==> config.mk <==
export PLATFORM = sky130hd
export DESIGN_NAME = mipi_pixel_tx
export DESIGN_NICKNAME = d
export VERILOG_FILES = /design/src/rtl/mipi_pixel_tx_pkg.sv /design/src/rtl/mipi_pixel_tx_pattern.sv /design/src/rtl/mipi_pixel_tx.sv
export SDC_FILE = /design/constraint.sdc
export NUM_CORES = 1
export LEC_CHECK = 0
export CORE_MARGIN = 2
export CORE_UTILIZATION = 30
export CTS_BUF_LIST = sky130_fd_sc_hd__clkbuf_8
export DETAILED_ROUTE_END_ITERATION = 6
export PLACE_DENSITY_LB_ADDON = 0.3
export SETUP_SLACK_MARGIN = 0.05
export SYNTH_ARGS = -nofsm -noshare
export SYNTH_HDL_FRONTEND = slang
export SYNTH_SLANG_ARGS = --single-unit
==> constraint.sdc <==
create_clock -name clk -period 3.18 [get_ports clk]
set_input_delay 0.318 -clock clk [delete_from_list [all_inputs] [get_ports clk]]
set_output_delay 0.318 -clock clk [all_outputs]
set_load 0.05 [all_outputs]
==> src/rtl/mipi_pixel_tx_pkg.sv <==
// -----------------------------------------------------------------------------
// mipi_pixel_tx_pkg
// Shared definitions for the MIPI-bridge-style pixel stream transmitter:
//   - timing FSM state encoding
//   - test pattern selector codes
//   - Bayer RGGB colour constants
//   - 10-bit Fibonacci LFSR (x^10 + x^7 + 1) seed, taps and step function
//   - small constant helpers used to size counters
// -----------------------------------------------------------------------------
package mipi_pixel_tx_pkg;

  // Frame timing phases, in the order they occur within one frame.
  typedef enum logic [2:0] {
    ST_IDLE   = 3'd0,
    ST_VSETUP = 3'd1,
    ST_LINE   = 3'd2,
    ST_HBLANK = 3'd3,
    ST_VBLANK = 3'd4
  } state_e;

  // Pattern selector codes.
  localparam logic [1:0] PAT_HRAMP = 2'd0;
  localparam logic [1:0] PAT_VRAMP = 2'd1;
  localparam logic [1:0] PAT_BAYER = 2'd2;
  localparam logic [1:0] PAT_LFSR  = 2'd3;

  // Bayer RGGB mosaic values (10-bit full scale; truncated or zero-extended
  // to the configured pixel width at the point of use).
  localparam logic [9:0] BAYER_R = 10'h3FF;
  localparam logic [9:0] BAYER_G = 10'h200;
  localparam logic [9:0] BAYER_B = 10'h000;

  // LFSR geometry. The register shifts towards the MSB; bit 9 is the oldest
  // bit (x^10 term) and bit 6 is the x^7 term.
  localparam int         LFSR_W      = 10;
  localparam logic [9:0] LFSR_SEED   = 10'h001;
  localparam int         LFSR_TAP_HI = 9;
  localparam int         LFSR_TAP_LO = 6;

  // One step of the Fibonacci LFSR.
  function automatic logic [LFSR_W-1:0] lfsr_next(input logic [LFSR_W-1:0] s);
    return {s[LFSR_W-2:0], s[LFSR_TAP_HI] ^ s[LFSR_TAP_LO]};
  endfunction

  // Counter width able to hold 0..n-1, never narrower than one bit.
  function automatic int cnt_width(input int n);
    return (n > 1) ? $clog2(n) : 1;
  endfunction

  // Largest of three values, used to size the shared phase counter.
  function automatic int max3(input int a, input int b, input int c);
    int m;
    m = a;
    if (b > m) m = b;
    if (c > m) m = c;
    return m;
  endfunction

endpackage

==> src/rtl/mipi_pixel_tx_pattern.sv <==
// -----------------------------------------------------------------------------
// mipi_pixel_tx_pattern
// Purely combinational test-pattern generator. Maps a pixel position (and the
// current LFSR state, which is owned by the timing FSM) to a pixel value.
//
// Ports:
//   sel_i    [1:0]        pattern code (PAT_HRAMP/VRAMP/BAYER/LFSR)
//   x_i      [XW-1:0]     column within the active line
//   y_i      [YW-1:0]     active line number within the frame
//   lfsr_i   [LFSR_W-1:0] LFSR state for this pixel
//   pixel_o  [DATA_W-1:0] pattern value (low DATA_W bits)
// -----------------------------------------------------------------------------
module mipi_pixel_tx_pattern
  import mipi_pixel_tx_pkg::*;
#(
  parameter int DATA_W = 10,
  parameter int XW     = 10,
  parameter int YW     = 9
) (
  input  logic [1:0]        sel_i,
  input  logic [XW-1:0]     x_i,
  input  logic [YW-1:0]     y_i,
  input  logic [LFSR_W-1:0] lfsr_i,
  output logic [DATA_W-1:0] pixel_o
);

  // Pattern select. Ramps wrap naturally through the width cast; the Bayer
  // colour is chosen by the parity of the row and column.
  always_comb begin
    pixel_o = '0;
    case (sel_i)
      PAT_HRAMP: pixel_o = DATA_W'(x_i);
      PAT_VRAMP: pixel_o = DATA_W'(y_i);
      PAT_BAYER: begin
        if (!y_i[0] && !x_i[0]) begin
          pixel_o = DATA_W'(BAYER_R);
        end else if (y_i[0] && x_i[0]) begin
          pixel_o = DATA_W'(BAYER_B);
        end else begin
          pixel_o = DATA_W'(BAYER_G);
        end
      end
      PAT_LFSR:  pixel_o = DATA_W'(lfsr_i);
      default:   pixel_o = '0;
    endcase
  end

endmodule

==> src/rtl/mipi_pixel_tx.sv <==
// -----------------------------------------------------------------------------
// mipi_pixel_tx
// Parallel pixel-stream transmitter emulating a MIPI bridge output. Produces
// whole frames (VSETUP, H_ACTIVE x V_ACTIVE pixels with per-line blanking,
// VBLANK) carrying one of four built-in test patterns.
//
// Ports:
//   clk          pixel clock, rising edge
//   reset        asynchronous, active-high
//   enable       run frames; looked at only in IDLE and at the end of VBLANK
//   pattern_sel  pattern code, latched when a frame starts
//   pixel_d      pixel data, zero whenever pixel_hs is low
//   pixel_hs     high while pixel_d carries an active pixel
//   pixel_vs     high from frame setup through the last line's blanking
//   frame_done   one-cycle pulse on the first VBLANK cycle
//   frame_count  completed frames, wraps 0xFFFF -> 0
//
// Every output is a register loaded from the next-state values, so the
// outputs in a cycle always describe the state held in that same cycle.
// -----------------------------------------------------------------------------
module mipi_pixel_tx
  import mipi_pixel_tx_pkg::*;
#(
  parameter int H_ACTIVE = 640,
  parameter int H_BLANK  = 160,
  parameter int V_ACTIVE = 480,
  parameter int V_SETUP  = 4,
  parameter int V_BLANK  = 45,
  parameter int DATA_W   = 10
) (
  input  logic              clk,
  input  logic              reset,
  input  logic              enable,
  input  logic [1:0]        pattern_sel,
  output logic [DATA_W-1:0] pixel_d,
  output logic              pixel_hs,
  output logic              pixel_vs,
  output logic              frame_done,
  output logic [15:0]       frame_count
);

  localparam int XW = cnt_width(H_ACTIVE);
  localparam int YW = cnt_width(V_ACTIVE);
  localparam int PW = cnt_width(max3(V_SETUP, H_BLANK, V_BLANK));

  localparam logic [XW-1:0] X_LAST      = XW'(H_ACTIVE - 1);
  localparam logic [YW-1:0] Y_LAST      = YW'(V_ACTIVE - 1);
  localparam logic [PW-1:0] SETUP_LAST  = PW'(V_SETUP - 1);
  localparam logic [PW-1:0] HBLANK_LAST = PW'(H_BLANK - 1);
  localparam logic [PW-1:0] VBLANK_LAST = PW'(V_BLANK - 1);

  state_e              state_q, state_d;
  logic [XW-1:0]       x_q, x_d;
  logic [YW-1:0]       y_q, y_d;
  logic [PW-1:0]       cnt_q, cnt_d;
  logic [LFSR_W-1:0]   lfsr_q, lfsr_d;
  logic [1:0]          sel_q, sel_d;
  logic [15:0]         frame_count_q, frame_count_d;
  logic                done_q, done_d;
  logic                hs_q, hs_d;
  logic                vs_q, vs_d;
  logic [DATA_W-1:0]   pix_q, pix_d;
  logic [DATA_W-1:0]   pat_pixel;

  // Next-state logic for the frame timing FSM. One shared phase counter
  // times VSETUP, HBLANK and VBLANK; x times the active part of a line.
  // Starting a frame (from IDLE or straight out of VBLANK) latches the
  // pattern code and reseeds the LFSR, so nothing changed mid-frame can
  // affect the pixels of the frame in progress.
  always_comb begin
    state_d       = state_q;
    x_d           = x_q;
    y_d           = y_q;
    cnt_d         = cnt_q;
    lfsr_d        = lfsr_q;
    sel_d         = sel_q;
    frame_count_d = frame_count_q;
    done_d        = 1'b0;

    case (state_q)
      ST_IDLE: begin
        if (enable) begin
          state_d = ST_VSETUP;
          cnt_d   = '0;
          sel_d   = pattern_sel;
          lfsr_d  = LFSR_SEED;
        end
      end

      ST_VSETUP: begin
        if (cnt_q == SETUP_LAST) begin
          state_d = ST_LINE;
          cnt_d   = '0;
          x_d     = '0;
          y_d     = '0;
        end else begin
          cnt_d = cnt_q + 1'b1;
        end
      end

      ST_LINE: begin
        // The LFSR only moves on active pixels, so pixel k of the frame
        // carries the seed advanced k times, continuing across lines.
        lfsr_d = lfsr_next(lfsr_q);
        if (x_q == X_LAST) begin
          state_d = ST_HBLANK;
          cnt_d   = '0;
        end else begin
          x_d = x_q + 1'b1;
        end
      end

      ST_HBLANK: begin
        if (cnt_q == HBLANK_LAST) begin
          cnt_d = '0;
          if (y_q == Y_LAST) begin
            state_d       = ST_VBLANK;
            done_d        = 1'b1;
            frame_count_d = frame_count_q + 16'd1;
          end else begin
            state_d = ST_LINE;
            x_d     = '0;
            y_d     = y_q + 1'b1;
          end
        end else begin
          cnt_d = cnt_q + 1'b1;
        end
      end

      ST_VBLANK: begin
        if (cnt_q == VBLANK_LAST) begin
          cnt_d = '0;
          if (enable) begin
            state_d = ST_VSETUP;
            sel_d   = pattern_sel;
            lfsr_d  = LFSR_SEED;
          end else begin
            state_d = ST_IDLE;
          end
        end else begin
          cnt_d = cnt_q + 1'b1;
        end
      end

      default: begin
        state_d = ST_IDLE;
        cnt_d   = '0;
      end
    endcase
  end

  // The pattern is evaluated on the next-cycle position so that the
  // registered pixel lines up with the registered hs.
  mipi_pixel_tx_pattern #(
    .DATA_W (DATA_W),
    .XW     (XW),
    .YW     (YW)
  ) u_pattern (
    .sel_i   (sel_d),
    .x_i     (x_d),
    .y_i     (y_d),
    .lfsr_i  (lfsr_d),
    .pixel_o (pat_pixel)
  );

  // Output decode for the coming cycle.
  assign vs_d  = (state_d == ST_VSETUP) || (state_d == ST_LINE) || (state_d == ST_HBLANK);
  assign hs_d  = (state_d == ST_LINE);
  assign pix_d = hs_d ? pat_pixel : '0;

  // State and output registers. Reset drops straight to an idle, all-zero
  // output with the LFSR holding its seed.
  always_ff @(posedge clk or posedge reset) begin
    if (reset) begin
      state_q       <= ST_IDLE;
      x_q           <= '0;
      y_q           <= '0;
      cnt_q         <= '0;
      lfsr_q        <= LFSR_SEED;
      sel_q         <= PAT_HRAMP;
      frame_count_q <= '0;
      done_q        <= 1'b0;
      hs_q          <= 1'b0;
      vs_q          <= 1'b0;
      pix_q         <= '0;
    end else begin
      state_q       <= state_d;
      x_q           <= x_d;
      y_q           <= y_d;
      cnt_q         <= cnt_d;
      lfsr_q        <= lfsr_d;
      sel_q         <= sel_d;
      frame_count_q <= frame_count_d;
      done_q        <= done_d;
      hs_q          <= hs_d;
      vs_q          <= vs_d;
      pix_q         <= pix_d;
    end
  end

  assign pixel_d     = pix_q;
  assign pixel_hs    = hs_q;
  assign pixel_vs    = vs_q;
  assign frame_done  = done_q;
  assign frame_count = frame_count_q;

endmodule

# Word level (Yosys, flattened, before mapping)
# Cells that the tools add are included.
[totals] reg_bits=71 output_inout_bits=29
[op_classes] add_sub_neg=4 eq_ne=17 muxes=36 n_bitwise=1 reduce_logical=10
[op_table] cell="$mux 10" n=9
[op_table] cell="$pmux 10 s3" n=2
[op_table] cell="$mux 8" n=5
[op_table] cell="$pmux 10 s4" n=1
[op_table] cell="$pmux 8 s5" n=1
[op_table] cell="$mux 9" n=3
[op_table] cell="$mux 3" n=6
[op_table] cell="$pmux 9 s2" n=1
[op_table] cell="$add 16x1->16 const B" n=1
[op_table] cell="$pmux 3 s5" n=1
[op_table] cell="$eq 3x2->1 const B" n=4
[op_table] cell="$add 10x1->10 const B" n=1
[op_table] cell="$eq 10x10->1 const B" n=1
[op_table] cell="$add 9x1->9 const B" n=1
[op_table] cell="$eq 9x9->1 const B" n=1
[op_table] cell="$add 8x1->8 const B" n=1
[op_table] cell="$eq 8x2->1 const B" n=1
[op_table] cell="$eq 8x6->1 const B" n=1
[op_table] cell="$eq 8x8->1 const B" n=1
[op_table] cell="$eq 3x1->1 const B" n=2
[op_table] cell="$eq 2x2->1 const B" n=2
[op_table] cell="$mux 1" n=4
[op_table] cell="$mux 2" n=2
[op_table] cell="$ne 2x2->1 const B" n=2
[op_table] cell="11 further kinds" n=14

# Depth between registers and ports, before layout
# Gate-level depths: netlist (run 1).
[logic_depth] word_depth=9 depth_mapped=11

# Cells and area by module
# A second synthesis (run 1) with hierarchy kept.
[hier_totals] cells_unflattened=346 area_unflattened_um2=3669.8
[by_module_without_submodules] mod="mipi_pixel_tx" instances=1 cells_per_inst=326 area_each_um2=3383.2
[by_module_without_submodules] mod="mipi_pixel_tx_pattern" instances=1 cells_per_inst=20 area_each_um2=286.5

# Least setup slack after synthesis (run 1)
# Ideal clock, no wire load.
[synth_path] kind="register to register" startpoint="reg y_q[0]" endpoint="reg pix_q[7] (netlist: pixel_d[7])" arrival_ns=2.264 slack_ns=0.822 stages_incl_launch_ff=9 period_less_slack_ns=2.358 cell_sequence="dfrtp_1 -> ha_1 -> and4_1 -> and4_1 -> o32ai_2 -> o21ai_2 -> a2111oi_4 -> nand2_2 -> a221oi_2"
[synth_between] elab_chain_len=9
[synth_lines] item="start, declared" line_no="mipi_pixel_tx.sv:54" rtl="logic [YW-1:0] y_q, y_d;"
[synth_lines] item="start signal, assigned" line_no="mipi_pixel_tx.sv:189" rtl="y_q <= y_d;"
[synth_lines] item="$add 9x1->9 / $eq 9x9->1 (equally long branches)" line_no="mipi_pixel_tx.sv:123, mipi_pixel_tx.sv:116"
[synth_lines] item="$mux 9 / $mux 10 (equally long branches)" line_no="mipi_pixel_tx.sv:116" rtl="if (y_q == Y_LAST) begin"
[synth_lines] item="$mux 9 / $mux 10 (equally long branches)" line_no="mipi_pixel_tx.sv:114" rtl="if (cnt_q == HBLANK_LAST) begin"
[synth_lines] item="$pmux 9 s2 / $pmux 10 s3 (equally long branches)" line_no="mipi_pixel_tx.sv:80" rtl="case (state_q)"
[synth_lines] item="$logic_not 1->1" line_no="mipi_pixel_tx_pattern.sv:35" rtl="if (!y_i[0] && !x_i[0]) begin"
[synth_lines] item="$logic_and 1x1->1" line_no="mipi_pixel_tx_pattern.sv:35"
[synth_lines] item="$mux 10" line_no="mipi_pixel_tx_pattern.sv:35"
[synth_lines] item="$pmux 10 s4" line_no="mipi_pixel_tx_pattern.sv:31" rtl="case (sel_i)"
[synth_lines] item="$mux 10 (*)" line_no="mipi_pixel_tx.sv:169" rtl="assign pix_d = hs_d ? pat_pixel : '0;"
[synth_lines] item="via pix_d[7]" line_no="mipi_pixel_tx.sv:62" rtl="logic [DATA_W-1:0] pix_q, pix_d;"
[synth_lines] item="end signal, assigned" line_no="mipi_pixel_tx.sv:197" rtl="pix_q <= pix_d;"
[synth_lines] item="end, declared" line_no="mipi_pixel_tx.sv:62"
# The timed path passes the listed nets; every way through them passes the cells marked *.
# A chain may end at the register's enable or synchronous reset.

# Final worst setup path (run 1)
[layout_path] startpoint="reg y_q[0]" endpoint="reg pix_q[6] (netlist: pixel_d[6])"
# The elaborated chain is that of the path after synthesis.

==> metrics.md, run 1 <==
| Metric | Value |
|---|---|
| Outcome | `finished clean` |
| Drt pass-1 iters | `4` |
| RSZ-0062 raised after global routing | `no` |
| Final non-filler cell total | `579` |
| Gate power share | `0.015` |
| Final ANT Viol Nets | `0` |
| Synthesized instance count | `370` |
| Slew Viols, Final | `0` |
| Ant diodes | `0` |
| CTS max path bufs | `2` |
| # DRC | `0` |
| Register share of total power | `0.498` |
| Global-route usage over all layers | `0.139` |
| Syn avg cell area | `10.1 µm²` |
| Worst-path maximum fanout | `7` |
| Vias in the first global route | `2812` |
| Bufs and invs on worst path | `0` |
| Worst Setup SP | `y_q[0]` |
| Placer Congestion | `0.862` |
| Cell variety after synth | `72` |
| Clock Latency Late Sink | `0.36 ns` |
| Critical path arrival | `2.94 ns` |
| Cell Chain, Critical Path | `ha_1, and4_1, and4_1, o32ai_2, o21ai_2, a2111oi_4, a211oi_1, a211oi_1` |
| Port buffer count | `33` |
| Fin area | `4510 µm²` |
| Max Cap Viol | `0` |
| Post-synth net total | `380` |
| Final setup vio count | `0` |
| Share of the cycle needed by the critical path after routing | `0.846` |
| Worst Tran Pin Value | `0.815 ns` |
| Synth top area share | `0.469` |
| Die span in y | `116 µm` |
| Area contributors post-synth | `dfrtp_1 (47%), o21ai_0 (3.5%), nand2_1 (3.2%), nor2_1 (2.8%), a22o_1 (2.6%)` |
| Register area share after synthesis | `0.477` |
| Critical Path Source Type | `flop` |
| Internal power | `0.00143 W` |
| Area Overhead vs Synth | `20.9%` |
| Sw Share | `0.209` |
| Yosys top cell by area | `dfrtp_1` |
| H-tree levels | `3` |
| Worst r2r src | `y_q[0]` |
| Via-to-Cell Ratio | `5.06` |
| Seq cells post-synth | `71` |
| Overall Power | `0.00181 W` |
| CP required | `3.43 ns` |
| Most frequent cells after synthesis | `dfrtp_1 (70), nand2_1 (32), nor2_1 (28)` |
| Final hold violation count | `0` |
| Die Area | `13300 µm²` |
| CP max stage delay | `0.49 ns` |
| GRT Residual Overflow | `0` |
| Initial drt markers | `139` |
| Placed cell area | `4270 µm²` |
| CP max stage cell | `a2111oi_4` |
| PwrDens | `402 nW/µm²` |
| Setup crit end kind | `flop` |
| Pleak | `1.92 nW` |
| DIE WIDTH | `116 µm` |
| Clock skew | `0.00804 ns` |
| Max Freq | `372 MHz` |
| Async set or reset register ratio after synthesis | `1.00` |
| Post-Route WL | `8.62 mm` |
| Worst Hold Class | `input port to asynchronous set/reset pin` |
| Placed Cells | `563` |
| Maximum VDD drop | `0.000175 V` |
| Initial core utilization | `0.309` |
| CTS sink count | `71` |
| Top-count cell post-synth | `dfrtp_1` |
| Post-CTS Resized | `0` |
| Yosys warns | `0` |
| Layout cells sized above 1 | `0.131` |
| Avg WL per Cell | `14.9 µm` |
| # IOs | `34` |
| Top Family by Delay on Critical Path | `compound AO/OA/AOI/OAI gates` |
| Row cnt | `40` |
| Fin nets | `416` |
| Slew margin rel. | `0.457` |
| Total number of vias | `2928` |
| Setup Crit Path Kind | `flop to flop` |
| Post-CTS setup buffers | `0` |
| Post-synth EDFFs | `0` |
| Clock root cell | `clkbuf_8` |
| Hold_buf cts | `0` |
| Clock power share | `0.487` |
| Antenna violations before repair | `0` |
| CTS tree | `built` |
| Switching Power | `0.000379 W` |
| Setup_tns | `0 ns` |
| Detailed placement HPWL | `6.32 mm` |
| Most used DFF post-synth | `dfrtp_1` |
| First-pass GRT wire length | `14.3 mm` |
| Core footprint | `12100 µm²` |
| Clk pin slew, worst setup/hold paths | `0.08 ns` |
| Total CTS buffers | `9` |
| Largest net degree at the start of global routing | `42` |
| Netlist Area Pre-Place | `3730 µm²` |
| Minimum clock period | `2.69 ns` |
-- logic make-up (layout without fill, tap and decap cells) --
logic type                 Yosys count  after routing  share of synthesized area
AOI/OAI and AO/OA                  110            110                      0.220
and+or+nand+nor                    133            133                      0.192
muxes                                5              5                     0.0205
buffers and inverters               29             70                     0.0342
adders and majority gates            5              5                     0.0168
DFF                                 71             71                      0.477
xor gates and xnor gates            17             17                     0.0399
-- metrics by stage --
step	setup WS, ns	utilization	hold WS (ns)
after floorplan	0.822	-	0.451
after global placement	0.521	0.354	0.479
after detailed placement	0.499	0.354	0.477
after CTS	0.483	0.374	0.401
after global routing	0.303	0.374	0.436
final	0.491	0.374	0.384
-- power groups by stage --
stage / logic (W) / clock network, W / registers (W)
4_1_cts: 0.0000291 / 0.000907 / 0.000902
5_1_grt: 0.0000315 / 0.000949 / 0.000902
6_report: 0.0000270 / 0.000882 / 0.000902
3_3_place_gp: 0.0000288 / 0 / 0.000920
3_5_place_dp: 0.0000289 / 0 / 0.000920
2_1_floorplan: 0.0000134 / 0 / 0.000920
-- flip-flops by register name, indices dropped and copies added (netlist names) --
| name | count |
|---|---|
| lfsr_q | 10 |
| x_q | 10 |
| state_q | 3 |
| cnt_q | 8 |
| pixel_vs | 1 |
| sel_q | 2 |
| pixel_d | 10 |
| frame_done | 1 |
| pixel_hs | 1 |
| y_q | 9 |
| frame_count | 16 |
-- worst register-to-register path: cells and delay by family, from the launching register on --
family,cells,cell delay (ns)
adder cells (fa/ha/maj),1,0.26
AND/OR/NAND/NOR,2,0.52
AO/OA/AOI/OAI,5,1.36
flip-flops,1,0.43
-- worst paths after layout --
check,endpoint,slack [ns],depth (start not counted)
worst min register to register,frame_count[15],0.48,1
max in group asynchronous,lfsr_q[0],2.09,3
worst max register to register,pixel_d[6],0.49,8
worst min-delay path,state_q[2],0.38,2
min in group clk,frame_count[15],0.48,1
worst max-delay path,pixel_d[6],0.49,8
-- metal layers --
layer  vias up  global-route usage  share of wire
met1      1416               0.188           0.48
met4         0              0.0635          0.017
li1       1442                   -              -
met2        62               0.209           0.46
met5         -                   0              0
met3         8              0.0366          0.046
-- cells in the final DEF (no fill, tap or decap), drive strengths merged, types with 3 or more instances in the layout --
master / synthesis / layout
xnor2: 11 / 11
and4: 3 / 3
o21ai: 31 / 31
xor2: 6 / 6
a2111oi: 3 / 3
nor2: 28 / 28
nor2b: 3 / 3
nand3: 18 / 18
nand2b: 7 / 7
o21bai: 3 / 3
a21oi: 15 / 15
clkdlybuf4s50: 0 / 33
ha: 5 / 5
bufinv: 0 / 3
mux2i: 4 / 4
nor3: 10 / 10
a21o: 3 / 3
and3: 10 / 10
inv: 14 / 15
nand2: 34 / 34
clkbuf: 7 / 9
nor4: 4 / 4
a31oi: 10 / 10
a211oi: 8 / 8
nand4: 9 / 9
o31ai: 3 / 3
buf: 8 / 7
dfrtp: 70 / 70
a22o: 11 / 11
-- cell type report --
cell class / instances / area [µm²]
Multi-Input combinational cell: 270 / 1830
Clock inverter: 7 / 120
Sequential cell: 71 / 1780
Tap cell: 168 / 210
Inverter: 14 / 52.6
Timing Repair Buffer: 40 / 395
Clock buffer: 9 / 124
Fill cell: 1213 / 7550
Power figures use the tool's default switching activity.
==> inputs of run 2 (changes only) <==
==> constraint.sdc (replaced) <==
create_clock -name clk -period 2.35 [get_ports clk]
set_input_delay 0.235 -clock clk [delete_from_list [all_inputs] [get_ports clk]]
set_output_delay 0.235 -clock clk [all_outputs]
set_load 0.05 [all_outputs]
==> metrics.md, run 2 (synthesis results as in run 1) <==
| Metric | Value |
|---|---|
| Avg WL per Cell | `15.6 µm (was 14.9 µm)` |
| Critical Path Source Type | `flop (unchanged)` |
| Outcome | `complete, but fails checks (was finished clean)` |
| Detailed placement HPWL | `6.94 mm (was 6.32 mm)` |
| Bufs and invs on worst path | `3 (was 0)` |
| Maximum VDD drop | `0.000265 V (was 0.000175 V)` |
| Final setup vio count | `15 (was 0)` |
| Placer Congestion | `0.834 (was 0.862)` |
| Setup Crit Path Kind | `flop to flop (unchanged)` |
| Clock root cell | `clkbuf_8 (unchanged)` |
| Worst Tran Pin Value | `0.510 ns (was 0.815 ns)` |
| Drt pass-1 iters | `4 (unchanged)` |
| GRT Residual Overflow | `0 (unchanged)` |
| Worst Hold Class | `input port to asynchronous set/reset pin (unchanged)` |
| Die span in y | `116 µm (unchanged)` |
| Final hold violation count | `0 (unchanged)` |
| Initial core utilization | `0.309 (unchanged)` |
| Die Area | `13300 µm² (unchanged)` |
| CTS sink count | `71 (unchanged)` |
| DIE WIDTH | `116 µm (unchanged)` |
| Post-Route WL | `10.1 mm (was 8.62 mm)` |
| CP max stage delay | `0.51 ns (was 0.49 ns)` |
| CP required | `2.61 ns (was 3.43 ns)` |
| CP max stage cell | `or4b_4 (was a2111oi_4)` |
| Largest net degree at the start of global routing | `72 (was 42)` |
| Fin nets | `484 (was 416)` |
| Worst-path maximum fanout | `4 (was 7)` |
| Largest register FFs | `16 (unchanged)` |
| Violated checks | `setup timing` |
| Clock skew | `0.00887 ns (was 0.00804 ns)` |
| Filler cells | `1158 (was 1213)` |
| Hold Slack | `0.282 ns (was 0.384 ns)` |
| Vias in the first global route | `3174 (was 2812)` |
| Core footprint | `12100 µm² (unchanged)` |
| PwrDens | `458 nW/µm² (was 402 nW/µm²)` |
| Total number of vias | `3295 (was 2928)` |
| Port buffer count | `33 (unchanged)` |
| Row cnt | `40 (unchanged)` |
| RSZ-0062 raised after global routing | `yes (was no)` |
| # IOs | `34 (unchanged)` |
| Share of the cycle needed by the critical path after routing | `1.06 (was 0.846)` |
| Critical path arrival | `2.74 ns (was 2.94 ns)` |
| Top Family by Delay on Critical Path | `compound AO/OA/AOI/OAI gates (unchanged)` |
| Total CTS buffers | `9 (unchanged)` |
| Via-to-Cell Ratio | `5.09 (was 5.06)` |
| CTS max path bufs | `2 (unchanged)` |
| Initial drt markers | `256 (was 139)` |
| Setup crit end kind | `flop (unchanged)` |
| Slew Viols, Final | `0 (unchanged)` |
| H-tree levels | `3 (unchanged)` |
| Final ANT Viol Nets | `0 (unchanged)` |
| Global-route usage over all layers | `0.156 (was 0.139)` |
| Antenna violations before repair | `0 (unchanged)` |
| Clk pin slew, worst setup/hold paths | `0.08 ns (about the same)` |
| Slew margin rel. | `0.659 (was 0.457)` |
| Max Cap Viol | `0 (unchanged)` |
| CTS tree | `built (unchanged)` |
| Minimum clock period | `2.48 ns (was 2.69 ns)` |
| Ant diodes | `0 (unchanged)` |
| Commonest non-fill, non-tap cell in the layout | `dfrtp_1 (unchanged)` |
| Cell Chain, Critical Path | `buf_6, ha_4, or4b_4, o21ai_4, a41oi_4, a2111oi_4, buf_4, buf_4, a211oi_2, a211oi_1 (was ha_1, and4_1, and4_1, o32ai_2, o21ai_2, a2111oi_4, a211oi_1, a211oi_1)` |
| Overall Power | `0.00243 W (was 0.00181 W)` |
| Most used cell, CP | `buf_4` |
| Most frequent cells in the layout | `dfrtp_1 (70), buf_4 (60), clkdlybuf4s50_1 (33), nand2_1 (30), nor2_1 (22) (was dfrtp_1 (70), clkdlybuf4s50_1 (33), nand2_1 (32), nor2_1 (28), o21ai_0 (26))` |
| Max Freq | `403 MHz (was 372 MHz)` |
| Pleak | `2.33 nW (was 1.92 nW)` |
| Worst Setup Slack, final | `-0.132 ns (was 0.491 ns)` |
| First-pass GRT wire length | `16.2 mm (was 14.3 mm)` |
| Area Overhead vs Synth | `42.1% (was 20.9%)` |
| Clock Latency Late Sink | `0.35 ns (was 0.36 ns)` |
| # DRC | `0 (unchanged)` |
| Layout cells sized above 1 | `0.313 (was 0.131)` |
==> run 2: changes by cell type in the layout (fill, tap and decap cells not counted), sizes merged <==
cell	change
clkinvlp	-1
clkinv	+1
buf	+68
==> run 2: tightest hold or removal path: stages <==
cell	delay (ns)
clkdlybuf4s50_1	0.41
inv_2	0.07
buf_12	0.33
==> run 2: through the flow <==
step                      std cells  setup slack (ns)  utilization  setup TNS [ns]  cell area (µm²)
after floorplan                 370            0.0584            -               0             3730
after global placement          607           -0.0583        0.382          -0.233             4610
after detailed placement        607            -0.166        0.382           -1.10             4610
after CTS                       634           -0.0144        0.418         -0.0486             5040
after global routing            647            -0.217        0.440           -2.80             5300
final                           647            -0.132        0.440          -0.908             5300
==> run 2: cell type report <==
| class | instances | area (µm²) | area share |
|---|---|---|---|
| repair buffers | 108 | 988 | 0.186 |
| clock inverters | 7 | 113 | 0.0212 |
| flip-flops and latches | 71 | 1780 | 0.335 |
| well taps | 168 | 210 | 0.0397 |
| clock buffers | 9 | 124 | 0.0234 |
| inverters | 14 | 57.6 | 0.0109 |
| multi-input cells | 270 | 2030 | 0.383 |
==> run 2: where the power goes <==
part	switching [W]	leakage, nW	total (W)	internal [W]
logic	0.0000267	1.27	0.0000376	0.0000109
registers	0	0.943	0.00122	0.00122
clock network	0.000470	0.124	0.00117	0.000699
==> run 2: final timing paths <==
kind                                 start              end  slack (ns)  depth (start not counted)
setup / recovery                  cnt_q[0]       pixel_d[6]       -0.13                         10
hold / removal                       reset  frame_count[10]        0.28                          3
setup reg to reg                  cnt_q[0]       pixel_d[6]       -0.13                         10
hold reg to reg            frame_count[15]  frame_count[15]        0.48                          1
max in group asynchronous            reset        lfsr_q[0]        1.75                          3
min in group clk           frame_count[15]  frame_count[15]        0.48                          1
==> run 2: metal layers <==
| layer | wire length (µm) | share of wire | GRT usage |
|---|---|---|---|
| met3 | 321 | 0.032 | 0.0361 |
| met5 | 0 | 0 | 0 |
| met1 | 4690 | 0.46 | 0.206 |
| met2 | 4940 | 0.49 | 0.253 |
| met4 | 136 | 0.013 | 0.0482 |
==> run 2: repair_timing <==
action                     in CTS  in global routing
hold buffers                    0                  0
setup endpoints to repair      12                 25
pin swaps                      20                 19
buffers inserted               11                 14
gates resized for setup        23                 44
==> inputs of run 3 (changes only) <==
--- a/config.mk
+++ b/config.mk
@@ -9,7 +9,8 @@
 export CORE_UTILIZATION = 30
 export CTS_BUF_LIST = sky130_fd_sc_hd__clkbuf_8
 export DETAILED_ROUTE_END_ITERATION = 6
-export PLACE_DENSITY_LB_ADDON = 0.3
+export PLACE_DENSITY = 0.48
+export REMOVE_ABC_BUFFERS = 1
 export SETUP_SLACK_MARGIN = 0.05
 export SYNTH_ARGS = -nofsm -noshare
 export SYNTH_HDL_FRONTEND = slang
==> metrics.md, run 3 (synthesis results as in run 1) <==
| Metric | Value |
|---|---|
| Outcome | `complete, but fails checks (unchanged)` |
| Violated checks | `setup timing (unchanged)` |
| Global-route usage over all layers | `0.164 (was 0.156)` |
| Row cnt | `40 (unchanged)` |
| CP required | `2.59 ns (was 2.61 ns)` |
| Placed Cells | `624 (was 607)` |
| Vias in the first global route | `3253 (was 3174)` |
| Total CTS buffers | `9 (unchanged)` |
| Minimum clock period | `2.38 ns (was 2.48 ns)` |
| Multi-input gate area | `2020 µm² (was 2030 µm²)` |
| Total number of vias | `3299 (was 3295)` |
| Placer Congestion | `0.860 (was 0.834)` |
| Setup crit end kind | `flop (unchanged)` |
| Critical path arrival | `2.62 ns (was 2.74 ns)` |
| Largest register FFs | `16 (unchanged)` |
| Slew Viols, Final | `0 (unchanged)` |
| Filler cells | `1178 (was 1158)` |
| Clock root cell | `clkbuf_8 (unchanged)` |
| Port buffer count | `33 (unchanged)` |
| Antenna violations before repair | `0 (unchanged)` |
| Final setup vio count | `3 (was 15)` |
| Die span in y | `116 µm (unchanged)` |
| Core footprint | `12100 µm² (unchanged)` |
| Maximum VDD drop | `0.000331 V (was 0.000265 V)` |
| Pleak | `2.37 nW (was 2.33 nW)` |
| Final non-filler cell total | `658 (was 647)` |
| Final ANT Viol Nets | `0 (unchanged)` |
| Final hold violation count | `0 (unchanged)` |
| # IOs | `34 (unchanged)` |
| Via-to-Cell Ratio | `5.01 (was 5.09)` |
| Post-Route WL | `10.1 mm (about the same)` |
| Clk pin slew, worst setup/hold paths | `0.08 ns (about the same)` |
| Worst r2r src | `cnt_q[1] (was cnt_q[0])` |
| Commonest non-fill, non-tap cell in the layout | `buf_4 (was dfrtp_1)` |
| Die Area | `13300 µm² (unchanged)` |
| Critical Path Source Type | `flop (unchanged)` |
| Hold Slack | `0.278 ns (was 0.282 ns)` |
| Share of the cycle needed by the critical path after routing | `1.01 (was 1.06)` |
| Max Freq | `421 MHz (was 403 MHz)` |
| FF+latch area | `1780 µm² (unchanged)` |
| Ant diodes | `0 (unchanged)` |
| CTS tree | `built (unchanged)` |
| Area Overhead vs Synth | `43.2% (was 42.1%)` |
| # DRC | `0 (unchanged)` |
| CTS max path bufs | `2 (unchanged)` |
| Detailed placement HPWL | `7.25 mm (was 6.94 mm)` |
| First-pass GRT wire length | `16.9 mm (was 16.2 mm)` |
| Worst Setup SP | `cnt_q[1] (was cnt_q[0])` |
| H-tree levels | `3 (unchanged)` |
| Post-Place Worst Slack | `-0.214 ns (was -0.166 ns)` |
| Initial core utilization | `0.309 (unchanged)` |
| Drt pass-1 iters | `5 (was 4)` |
| Setup Crit Path Kind | `flop to flop (unchanged)` |
| Worst-path maximum fanout | `4 (unchanged)` |
| Max Cap Viol | `0 (unchanged)` |
| Worst Setup Slack, final | `-0.0268 ns (was -0.132 ns)` |
| RSZ-0062 raised after global routing | `yes (unchanged)` |
| DIE WIDTH | `116 µm (unchanged)` |
| Fin nets | `495 (was 484)` |
| Most frequent cells in the layout | `buf_4 (78), dfrtp_1 (70), clkdlybuf4s50_1 (33), nand2_1 (32), nor2_1 (24) (was dfrtp_1 (70), buf_4 (60), clkdlybuf4s50_1 (33), nand2_1 (30), nor2_1 (22))` |
| GRT Residual Overflow | `0 (unchanged)` |
| Avg WL per Cell | `15.4 µm (was 15.6 µm)` |
| Worst Tran Pin Value | `0.521 ns (was 0.510 ns)` |
| Worst Hold Class | `input port to asynchronous set/reset pin (unchanged)` |
| Slew margin rel. | `0.651 (was 0.659)` |
| Clock Latency Late Sink | `0.36 ns (was 0.35 ns)` |
| Layout cells sized above 1 | `0.333 (was 0.313)` |
| CTS sink count | `71 (unchanged)` |
| PwrDens | `463 nW/µm² (was 458 nW/µm²)` |
| Initial drt markers | `164 (was 256)` |
| Clock skew | `0.0100 ns (was 0.00887 ns)` |
| Largest net degree at the start of global routing | `72 (unchanged)` |
==> run 3: final cells by class <==
cell class              count  area share
multi-input cells         270       0.379
flip-flops and latches     71       0.333
clock buffers               9      0.0232
inverters                  14     0.00984
clock inverters             7      0.0227
repair buffers            119       0.193
well taps                 168      0.0394
==> run 3: where the power goes <==
| group | switching (W) | total, W | internal (W) | leakage, nW |
|---|---|---|---|---|
| sequential | 0 | 0.00122 | 0.00122 | 0.943 |
| clock | 0.000509 | 0.00122 | 0.000709 | 0.123 |
| combinational | 0.0000267 | 0.0000376 | 0.0000109 | 1.31 |
==> run 3: final timing paths <==
path	depth (start not counted)	end	slack [ns]
max	8	pixel_d[8]	-0.03
min	3	y_q[4]	0.28
max reg2reg	8	pixel_d[8]	-0.03
min reg2reg	1	frame_count[15]	0.48
max in group asynchronous	3	lfsr_q[0]	1.74
min in group clk	1	frame_count[15]	0.48
==> run 3: stage by stage <==
stage	cell area [µm²]	util	setup TNS [ns]	total power, W
2_1_floorplan	3660	-	-4.11	0.00126
3_3_place_gp	4740	0.393	-0.329	0.00128
3_5_place_dp	4740	0.393	-0.925	0.00129
4_1_cts	5170	0.429	0	0.00253
5_1_grt	5340	0.443	-1.28	0.00258
6_report	5340	0.443	-0.0339	0.00248
==> run 3: critical path, stage by stage, from the launching register on <==
cell	delay (ns)
dfrtp_1	0.40
ha_2	0.20
or4b_4	0.53
nor2_4	0.15
nand3_2	0.11
a31o_1	0.25
a211o_1	0.35
o22ai_1	0.22
a211oi_2	0.07
==> run 3: timing repair <==
item / CTS / global route
endpoints found under the setup margin: 22 / 21
pin swaps: 11 / 10
resized for setup: 34 / 21
cloned: 0 / 1
hold buffers: 0 / 0
buffers inserted: 6 / 11
==> run 3: routing by layer <==
layer	track usage	wire, µm	up-vias
met3	0.0356	462	15
met4	0.0450	138	0
met5	0	0	-
li1	-	-	1602
met1	0.226	4680	1616
met2	0.260	4850	66
